`src/rtl/pcpi_pkg.sv`:
```
// Shared definitions for the PCPI dispatcher: opcode, FSM encoding and
// the position of the slave-index field inside the instruction word.
package pcpi_pkg;

  localparam logic [6:0] OPCODE_CUSTOM0 = 7'b0001011;
  localparam int         XLEN           = 32;
  localparam int         IDX_LSB        = 25;
  localparam int         IDX_MSB        = 27;
  localparam int         IDX_W          = IDX_MSB - IDX_LSB + 1;

  typedef enum logic [1:0] {
    ST_IDLE = 2'd0,
    ST_BUSY = 2'd1,
    ST_DONE = 2'd2
  } state_e;

  function automatic logic [IDX_W-1:0] insn_idx(input logic [XLEN-1:0] insn);
    return insn[IDX_MSB:IDX_LSB];
  endfunction

endpackage

```
`src/rtl/pcpi_resp_mux.sv`:
```
// NUM_SLV-to-1 selection of the slave response {wr, rd, ready} by slave index.
// Built as an AND-OR tree so an out-of-range index yields all zeros.
module pcpi_resp_mux
  import pcpi_pkg::*;
#(
  parameter int NUM_SLV = 2
) (
  input  logic [IDX_W-1:0]        sel,
  input  logic [NUM_SLV-1:0]      s_wr,
  input  logic [XLEN*NUM_SLV-1:0] s_rd,
  input  logic [NUM_SLV-1:0]      s_ready,
  output logic                    wr,
  output logic [XLEN-1:0]         rd,
  output logic                    ready
);

  // AND-OR select of the addressed slave's response
  always_comb begin
    wr    = 1'b0;
    rd    = {XLEN{1'b0}};
    ready = 1'b0;
    for (int i = 0; i < NUM_SLV; i++) begin
      wr    = wr    | (s_wr[i]    & (sel == IDX_W'(i)));
      ready = ready | (s_ready[i] & (sel == IDX_W'(i)));
      rd    = rd    | (s_rd[XLEN*i +: XLEN] & {XLEN{sel == IDX_W'(i)}});
    end
  end

endmodule

```
`src/rtl/pcpi_dispatch.sv`:
```
// Routes custom-0 PCPI instructions to one of NUM_SLV coprocessors, holds the
// CPU in wait while the slave works and forces completion after TIMEOUT cycles.
module pcpi_dispatch
  import pcpi_pkg::*;
#(
  parameter int         NUM_SLV = 2,
  parameter int         TIMEOUT = 64,
  parameter logic [6:0] OPCODE  = OPCODE_CUSTOM0
) (
  input  logic                    clk,
  input  logic                    resetn,
  input  logic                    pcpi_valid,
  input  logic [31:0]             pcpi_insn,
  input  logic [31:0]             pcpi_rs1,
  input  logic [31:0]             pcpi_rs2,
  output logic                    pcpi_wr,
  output logic [31:0]             pcpi_rd,
  output logic                    pcpi_wait,
  output logic                    pcpi_ready,
  output logic [NUM_SLV-1:0]      s_pcpi_valid,
  output logic [31:0]             s_pcpi_insn,
  output logic [31:0]             s_pcpi_rs1,
  output logic [31:0]             s_pcpi_rs2,
  input  logic [NUM_SLV-1:0]      s_pcpi_wr,
  input  logic [32*NUM_SLV-1:0]   s_pcpi_rd,
  input  logic [NUM_SLV-1:0]      s_pcpi_wait,
  input  logic [NUM_SLV-1:0]      s_pcpi_ready,
  output logic                    busy,
  output logic                    timeout_flag,
  input  logic                    clr_status
);

  localparam int CNT_W = $clog2(TIMEOUT + 1);

  state_e           state_r, state_nxt_s;
  logic [IDX_W-1:0] sel_r;
  logic [CNT_W-1:0] count_r;
  logic [XLEN-1:0]  rd_r;
  logic             wr_r;
  logic             flag_r;

  logic [IDX_W-1:0] idx_s;
  logic             claim_s;
  logic             sel_wr_s, sel_ready_s;
  logic [XLEN-1:0]  sel_rd_s;
  logic             cnt_hit_s, capture_s, timeout_set_s;
  logic             unused_s;

  assign s_pcpi_insn = pcpi_insn;
  assign s_pcpi_rs1  = pcpi_rs1;
  assign s_pcpi_rs2  = pcpi_rs2;

  // Slave wait is status only; the dispatcher keys off ready alone.
  assign unused_s = ^s_pcpi_wait;

  assign idx_s   = insn_idx(pcpi_insn);
  assign claim_s = pcpi_valid && (pcpi_insn[6:0] == OPCODE) && (int'(idx_s) < NUM_SLV);

  pcpi_resp_mux #(.NUM_SLV(NUM_SLV)) u_resp_mux (
    .sel     (sel_r),
    .s_wr    (s_pcpi_wr),
    .s_rd    (s_pcpi_rd),
    .s_ready (s_pcpi_ready),
    .wr      (sel_wr_s),
    .rd      (sel_rd_s),
    .ready   (sel_ready_s)
  );

  assign cnt_hit_s     = (count_r == CNT_W'(TIMEOUT - 1));
  assign capture_s     = (state_r == ST_BUSY) && pcpi_valid && sel_ready_s;
  assign timeout_set_s = (state_r == ST_BUSY) && pcpi_valid && !sel_ready_s && cnt_hit_s;

  // FSM state register
  always_ff @(posedge clk or negedge resetn) begin
    if (!resetn) state_r <= ST_IDLE;
    else         state_r <= state_nxt_s;
  end

  // FSM next-state: abort beats slave ready, slave ready beats timeout
  always_comb begin
    state_nxt_s = state_r;
    case (state_r)
      ST_IDLE: begin
        if (claim_s) state_nxt_s = ST_BUSY;
        else         state_nxt_s = ST_IDLE;
      end
      ST_BUSY: begin
        if (!pcpi_valid)      state_nxt_s = ST_IDLE;
        else if (sel_ready_s) state_nxt_s = ST_DONE;
        else if (cnt_hit_s)   state_nxt_s = ST_DONE;
        else                  state_nxt_s = ST_BUSY;
      end
      ST_DONE: state_nxt_s = ST_IDLE;
      default: state_nxt_s = ST_IDLE;
    endcase
  end

  // FSM outputs decoded from registered state
  always_comb begin
    busy       = (state_r != ST_IDLE);
    pcpi_wait  = (state_r == ST_BUSY);
    pcpi_ready = (state_r == ST_DONE);
    for (int i = 0; i < NUM_SLV; i++) begin
      s_pcpi_valid[i] = (state_r == ST_BUSY) && (sel_r == IDX_W'(i));
    end
  end

  // Slave select, BUSY-cycle counter, captured result and sticky timeout flag
  always_ff @(posedge clk or negedge resetn) begin
    if (!resetn) begin
      sel_r   <= {IDX_W{1'b0}};
      count_r <= {CNT_W{1'b0}};
      rd_r    <= {XLEN{1'b0}};
      wr_r    <= 1'b0;
      flag_r  <= 1'b0;
    end else begin
      if ((state_r == ST_IDLE) && claim_s) sel_r <= idx_s;

      if ((state_r == ST_BUSY) && (state_nxt_s == ST_BUSY)) count_r <= count_r + CNT_W'(1);
      else                                                  count_r <= {CNT_W{1'b0}};

      if (capture_s) begin
        rd_r <= sel_rd_s;
        wr_r <= sel_wr_s;
      end else if (timeout_set_s) begin
        rd_r <= {XLEN{1'b0}};
        wr_r <= 1'b0;
      end

      if (timeout_set_s)   flag_r <= 1'b1;
      else if (clr_status) flag_r <= 1'b0;
    end
  end

  assign pcpi_rd      = rd_r;
  assign pcpi_wr      = wr_r;
  assign timeout_flag = flag_r;

endmodule

```
`config.mk`:
```
export PLATFORM = sky130hd
export DESIGN_NAME = pcpi_dispatch
export DESIGN_NICKNAME = d
export VERILOG_FILES = /design/src/rtl/pcpi_pkg.sv /design/src/rtl/pcpi_resp_mux.sv /design/src/rtl/pcpi_dispatch.sv
export SDC_FILE = /design/constraint.sdc
export NUM_CORES = 1
export LEC_CHECK = 0
export CORE_AREA = 2 2 120 122
export DETAILED_ROUTE_END_ITERATION = 8
export DIE_AREA = 0 0 122 124
export GPL_TIMING_DRIVEN = 0
export MAX_ROUTING_LAYER = met4
export PLACE_DENSITY = 0.69
export SYNTH_ARGS = -nofsm -noshare
export SYNTH_HDL_FRONTEND = slang
export SYNTH_HIERARCHICAL = 1
export SYNTH_SLANG_ARGS = --single-unit
```
`constraint.sdc`:
```
create_clock -name clk -period 1.6 [get_ports clk]
set_input_delay 0.32 -clock clk [delete_from_list [all_inputs] [get_ports clk]]
set_output_delay 0.32 -clock clk [all_outputs]
set_load 0.01 [all_outputs]
```
==> summary.md, run 1 <==
| Metric | Value |
|---|---|
| Min Clock Period, post-route | `about 1.6 ns` |
| Slew Limit Fails | `0` |
| Largest family of logic cells by synthesized area | `buffers and inverters` |
| DP HPWL | `~9.0 mm` |
| N_diodes | `0` |
| RSZ-0062 raised after global routing | `true` |
| Drt drc | `0` |
| Sequential area share after synthesis | `33.1%` |
| Seq pwr share | `between 30% and 40%` |
| Fill cells | `1260` |
| Via count of the routed design | `roughly 3.5k` |
| Synth Area in Compound Gates | `14.4%` |
| Nets | `around 780` |
| Crit path launch type | `flop` |
| Total Power | `around 3.4 mW` |
| Worst vdd ir | `approximately 0.37 mV` |
| Core area | `13700 µm²` |
| Final Hold Fails | `2` |
| Crit path kind | `flop to flop` |
| Comb pwr share | `between 20 and 30%` |
| Initial Util | `25.4%` |
| Most common cell on crit path | `buf_6` |
| Cell Area, Synth | `3480 µm²` |
| Crit path arrival time | `about 1.8 ns` |
| Via-to-Cell Ratio | `about 4.4` |
| Initial antenna violation count | `0` |
| Largest net degree at the start of global routing | `27` |
| Final Cycle Share | `102%` |
| CTS clock-pin slew for the worst setup and hold paths | `0.07 ns` |
| CTS Hold Buffers Added | `0` |
| Die footprint | `between 15000 and 20000 µm²` |
| YS warnings | `6` |
| Crit-path cells | `buf_6, mux2i_4, nor2_4, and4b_1, buf_6, buf_12, a22oi_2, o21ai_2` |
| Htree depth | `2` |
| Cell count after synthesis | `about 370` |
| First-pass GRT wire length | `about 17 mm` |
| Vias in the first global route | `between 3k and 4k` |
| Std-Cell Rows | `43` |
| Seq cells post-synth | `between 40 and 50` |
| Slowest CP cell | `dfrtp_1` |
| GPL Wtd Cong | `roughly 0.69` |
| Post-layout util | `around 47%` |
| Switching share of power | `approximately 22%` |
| Mux share of post-synthesis cell area | `roughly a tenth` |
| Internal power | `2.66 mW` |
| Final WL | `11.6 mm` |
| CTS tree | `done` |
| Clock buffer depth | `2` |
| Die X | `between 100 and 150 µm` |
| Post-Synth Simple-Gate Area | `between 10% and 20%` |
| Clock power frac | `around 40%` |
| Layout cell share with drive strength beyond 1 | `between 30% and 40%` |
| Area of the multi-input gates | `around 1600 µm²` |
| Port Buffers | `216` |
| Crit-path max cell delay | `between 0.3 and 0.4 ns` |
| Sequential Area | `1150 µm²` |
| Failing checks | `negative hold slack, negative setup slack` |
| Fin cells | `~790` |
| P&R area growth vs syn | `86.2%` |
| Syn_area_per_cell | `9.33 µm²` |
| Iter 0 DRT Violations | `93` |
| Adder-cell area share of the yosys netlist | `less than 1%` |
| Xor-xnor portion of the synthesized cell area | `less than 1%` |
| Slew Limit Headroom | `about two thirds` |
| DP Worst Slack | `-0.413 ns` |
| Worst hold path class | `input pin to asynchronous set/reset pin` |
| Number of library cell types mapped by synthesis | `38` |
| Final Hold Slack | `-0.00265 ns` |
| Worst EP required | `approximately 1.8 ns` |
| Final setup skew | `slightly above 0.007 ns` |
| Outcome | `complete, but fails checks` |
| CTS buffer count | `5` |
| Cell Pwr Density | `about 530 nW/µm²` |
| Placed cells | `770` |
| Worst slew pin tran | `just over 0.5 ns` |
| Drt wl/cell | `about 15 µm` |
| Met2 Track Usage GR | `between 20 and 30%` |
| Grt peak-use layer | `met2` |
| Endpoints failing setup | `19` |
| Latest clock arrival within the worst-skew pair | `~0.29 ns` |
| Post-route ant nets | `0` |
| Switching power | `744 µW` |
| GR Util met1 | `about 16%` |
| Final WS setup | `-0.0340 ns` |
| Root Driver | `clkbuf_16` |
| Critical Path Fanout Max | `10` |
| Maximum clock rate | `612 MHz` |
| GR Layer Usage met3 | `2.61%` |
| Syn nets | `544` |
| Die Height | `around 120 µm` |
| First-pass detailed-route iteration total | `4` |
| P_leak | `2.68 nW` |
| Clock Sinks | `46` |
| Top Ports | `305` |
| Global-route usage over all layers | `14.8%` |
| MaxCap Viol Count | `0` |
| Gr ovfl total | `0` |
| Crit end category | `flop` |
-- worst max-delay path, delay by kind of cell, from the launching register on --
| family | cells | cell delay, ns |
|---|---|---|
| DFF | 1 | 0.36 |
| buffers and inverters | 3 | 0.43 |
| muxes | 1 | 0.24 |
| and+or+nand+nor | 2 | 0.26 |
| AOI/OAI and AO/OA | 2 | 0.22 |
-- logic make-up (layout without fill, tap and decap cells) --
| kind of cell | after synthesis | in the layout |
|---|---|---|
| multiplexers | 35 | 35 |
| AND/OR/NAND/NOR | 95 | 95 |
| buffers and inverters | 121 | 362 |
| AO/OA/AOI/OAI | 72 | 72 |
| XOR/XNOR | 3 | 3 |
| adder cells (fa/ha/maj) | 1 | 1 |
| flip-flops | 46 | 46 |
-- cell type report --
class | instances | share of cell area [%]
Clock buffer | 5 | 1.93
Inverter | 3 | 0.174
Multi-Input combinational cell | 206 | 25.1
Buffer | 116 | 14.3
Sequential cell | 46 | 17.8
Tap cell | 180 | 3.48
Timing Repair Buffer | 235 | 36.2
Clock inverter | 3 | 1.06
-- cell usage after synthesis --
cell type / number / share of area (%)
nor4b_1: 2 / 0.50
and2_1: 2 / 0.36
o31ai_2: 1 / 0.36
nand3_2: 1 / 0.29
nor3_4: 1 / 0.47
or3_1: 1 / 0.18
and4bb_2: 1 / 0.36
nand2b_1: 34 / 6.1
buf_8: 3 / 1.3
or2_2: 1 / 0.18
a22oi_1: 33 / 7.1
clkbuf_1: 3 / 0.32
nor4_1: 2 / 0.36
buf_4: 97 / 21
dfrtp_1: 46 / 33
buf_6: 7 / 2.3
nor2_1: 38 / 4.1
nor3_1: 1 / 0.14
and4b_1: 2 / 0.58
ha_1: 1 / 0.36
a21oi_1: 1 / 0.14
mux2_2: 1 / 0.32
a22o_1: 1 / 0.25
nor2b_1: 1 / 0.18
nand3_1: 3 / 0.43
o211a_1: 1 / 0.29
o21ba_2: 1 / 0.29
nand2_1: 3 / 0.32
o21ai_0: 12 / 1.7
nand3b_1: 1 / 0.22
xor2_1: 2 / 0.50
buf_2: 8 / 1.2
xnor2_1: 1 / 0.25
mux2i_1: 34 / 9.8
inv_1: 3 / 0.32
or2_1: 1 / 0.18
o21ai_1: 12 / 1.7
o21ai_2: 10 / 2.5
-- final timing paths --
path                                 startpoint                  endpoint  slack [ns]  cells after the start
max                        sel_r[0]$_DFFE_PN0P_   pcpi_rd[16]$_DFFE_PN0P_       -0.03                      8
min                                      resetn  timeout_flag$_DFFE_PN0P_      -0.003                      1
max reg2reg                sel_r[0]$_DFFE_PN0P_   pcpi_rd[16]$_DFFE_PN0P_       -0.03                      8
min reg2reg                count_r[0]$_DFF_PN0_      count_r[0]$_DFF_PN0_        0.51                      1
max in group asynchronous                resetn   pcpi_rd[13]$_DFFE_PN0P_        1.08                      2
min in group clk           count_r[0]$_DFF_PN0_      count_r[0]$_DFF_PN0_        0.51                      1
-- what timing repair did --
item	4_1_cts	5_1_grt
gates resized for setup	58	26
setup buffers	15	3
endpoints found under the hold margin	0	0
pin swaps	5	7
cloned	1	0
endpoints found under the setup margin	59	58
-- sequential cells by signal, summed over array words and instances (netlist names) --
name / count
pcpi_rd: 32
count_r: 7
sel_r: 3
state_r: 2
pcpi_wr: 1
timeout_flag: 1
-- layout by cell type, fill, tap and decap left out, drive strengths merged, types with 2 or more instances in the layout --
cell type,n
a22oi,33
and2,2
and4b,2
buf,136
bufinv,2
clkbuf,9
clkdlybuf4s50,188
dfrtp,46
dlygate4sd2,12
dlymetal6s2s,11
inv,3
mux2i,34
nand2,3
nand2b,34
nand3,4
nor2,38
nor3,2
nor4,2
nor4b,2
o21ai,34
or2,2
xor2,2
-- power by group through the flow --
stage | sequential, mW | combinational (mW) | clock, mW
final | 1.16 | 0.881 | 1.36
after global routing | 1.16 | 0.944 | 1.44
after CTS | 1.16 | 0.886 | 1.40
after detailed placement | 1.19 | 0.870 | 0
after global placement | 1.19 | 0.861 | 0
after floorplan | 1.19 | 0.364 | 0
-- per-stage QoR --
step / setup TNS [ns] / instance area, µm²
after detailed placement: -15.81 / 5960
after CTS: -3.72 / 6430
after floorplan: -0.256 / 3560
after global routing: -3.40 / 6480
final: -0.290 / 6480
after global placement: -63.97 / 5950
-- layer usage --
metal	share of wire, %	wire length [µm]
met5	0	0
met2	52	6030
met1	39	4510
met4	0.92	107
met3	8.2	949
Power figures use the tool's default switching activity.
==> run 2: changes to the inputs <==
GPL_ROUTABILITY_DRIVEN = 1   (was unset)
==> results of run 2 <==
No change in the layout: final DEF, timing and power equal those of run 1.
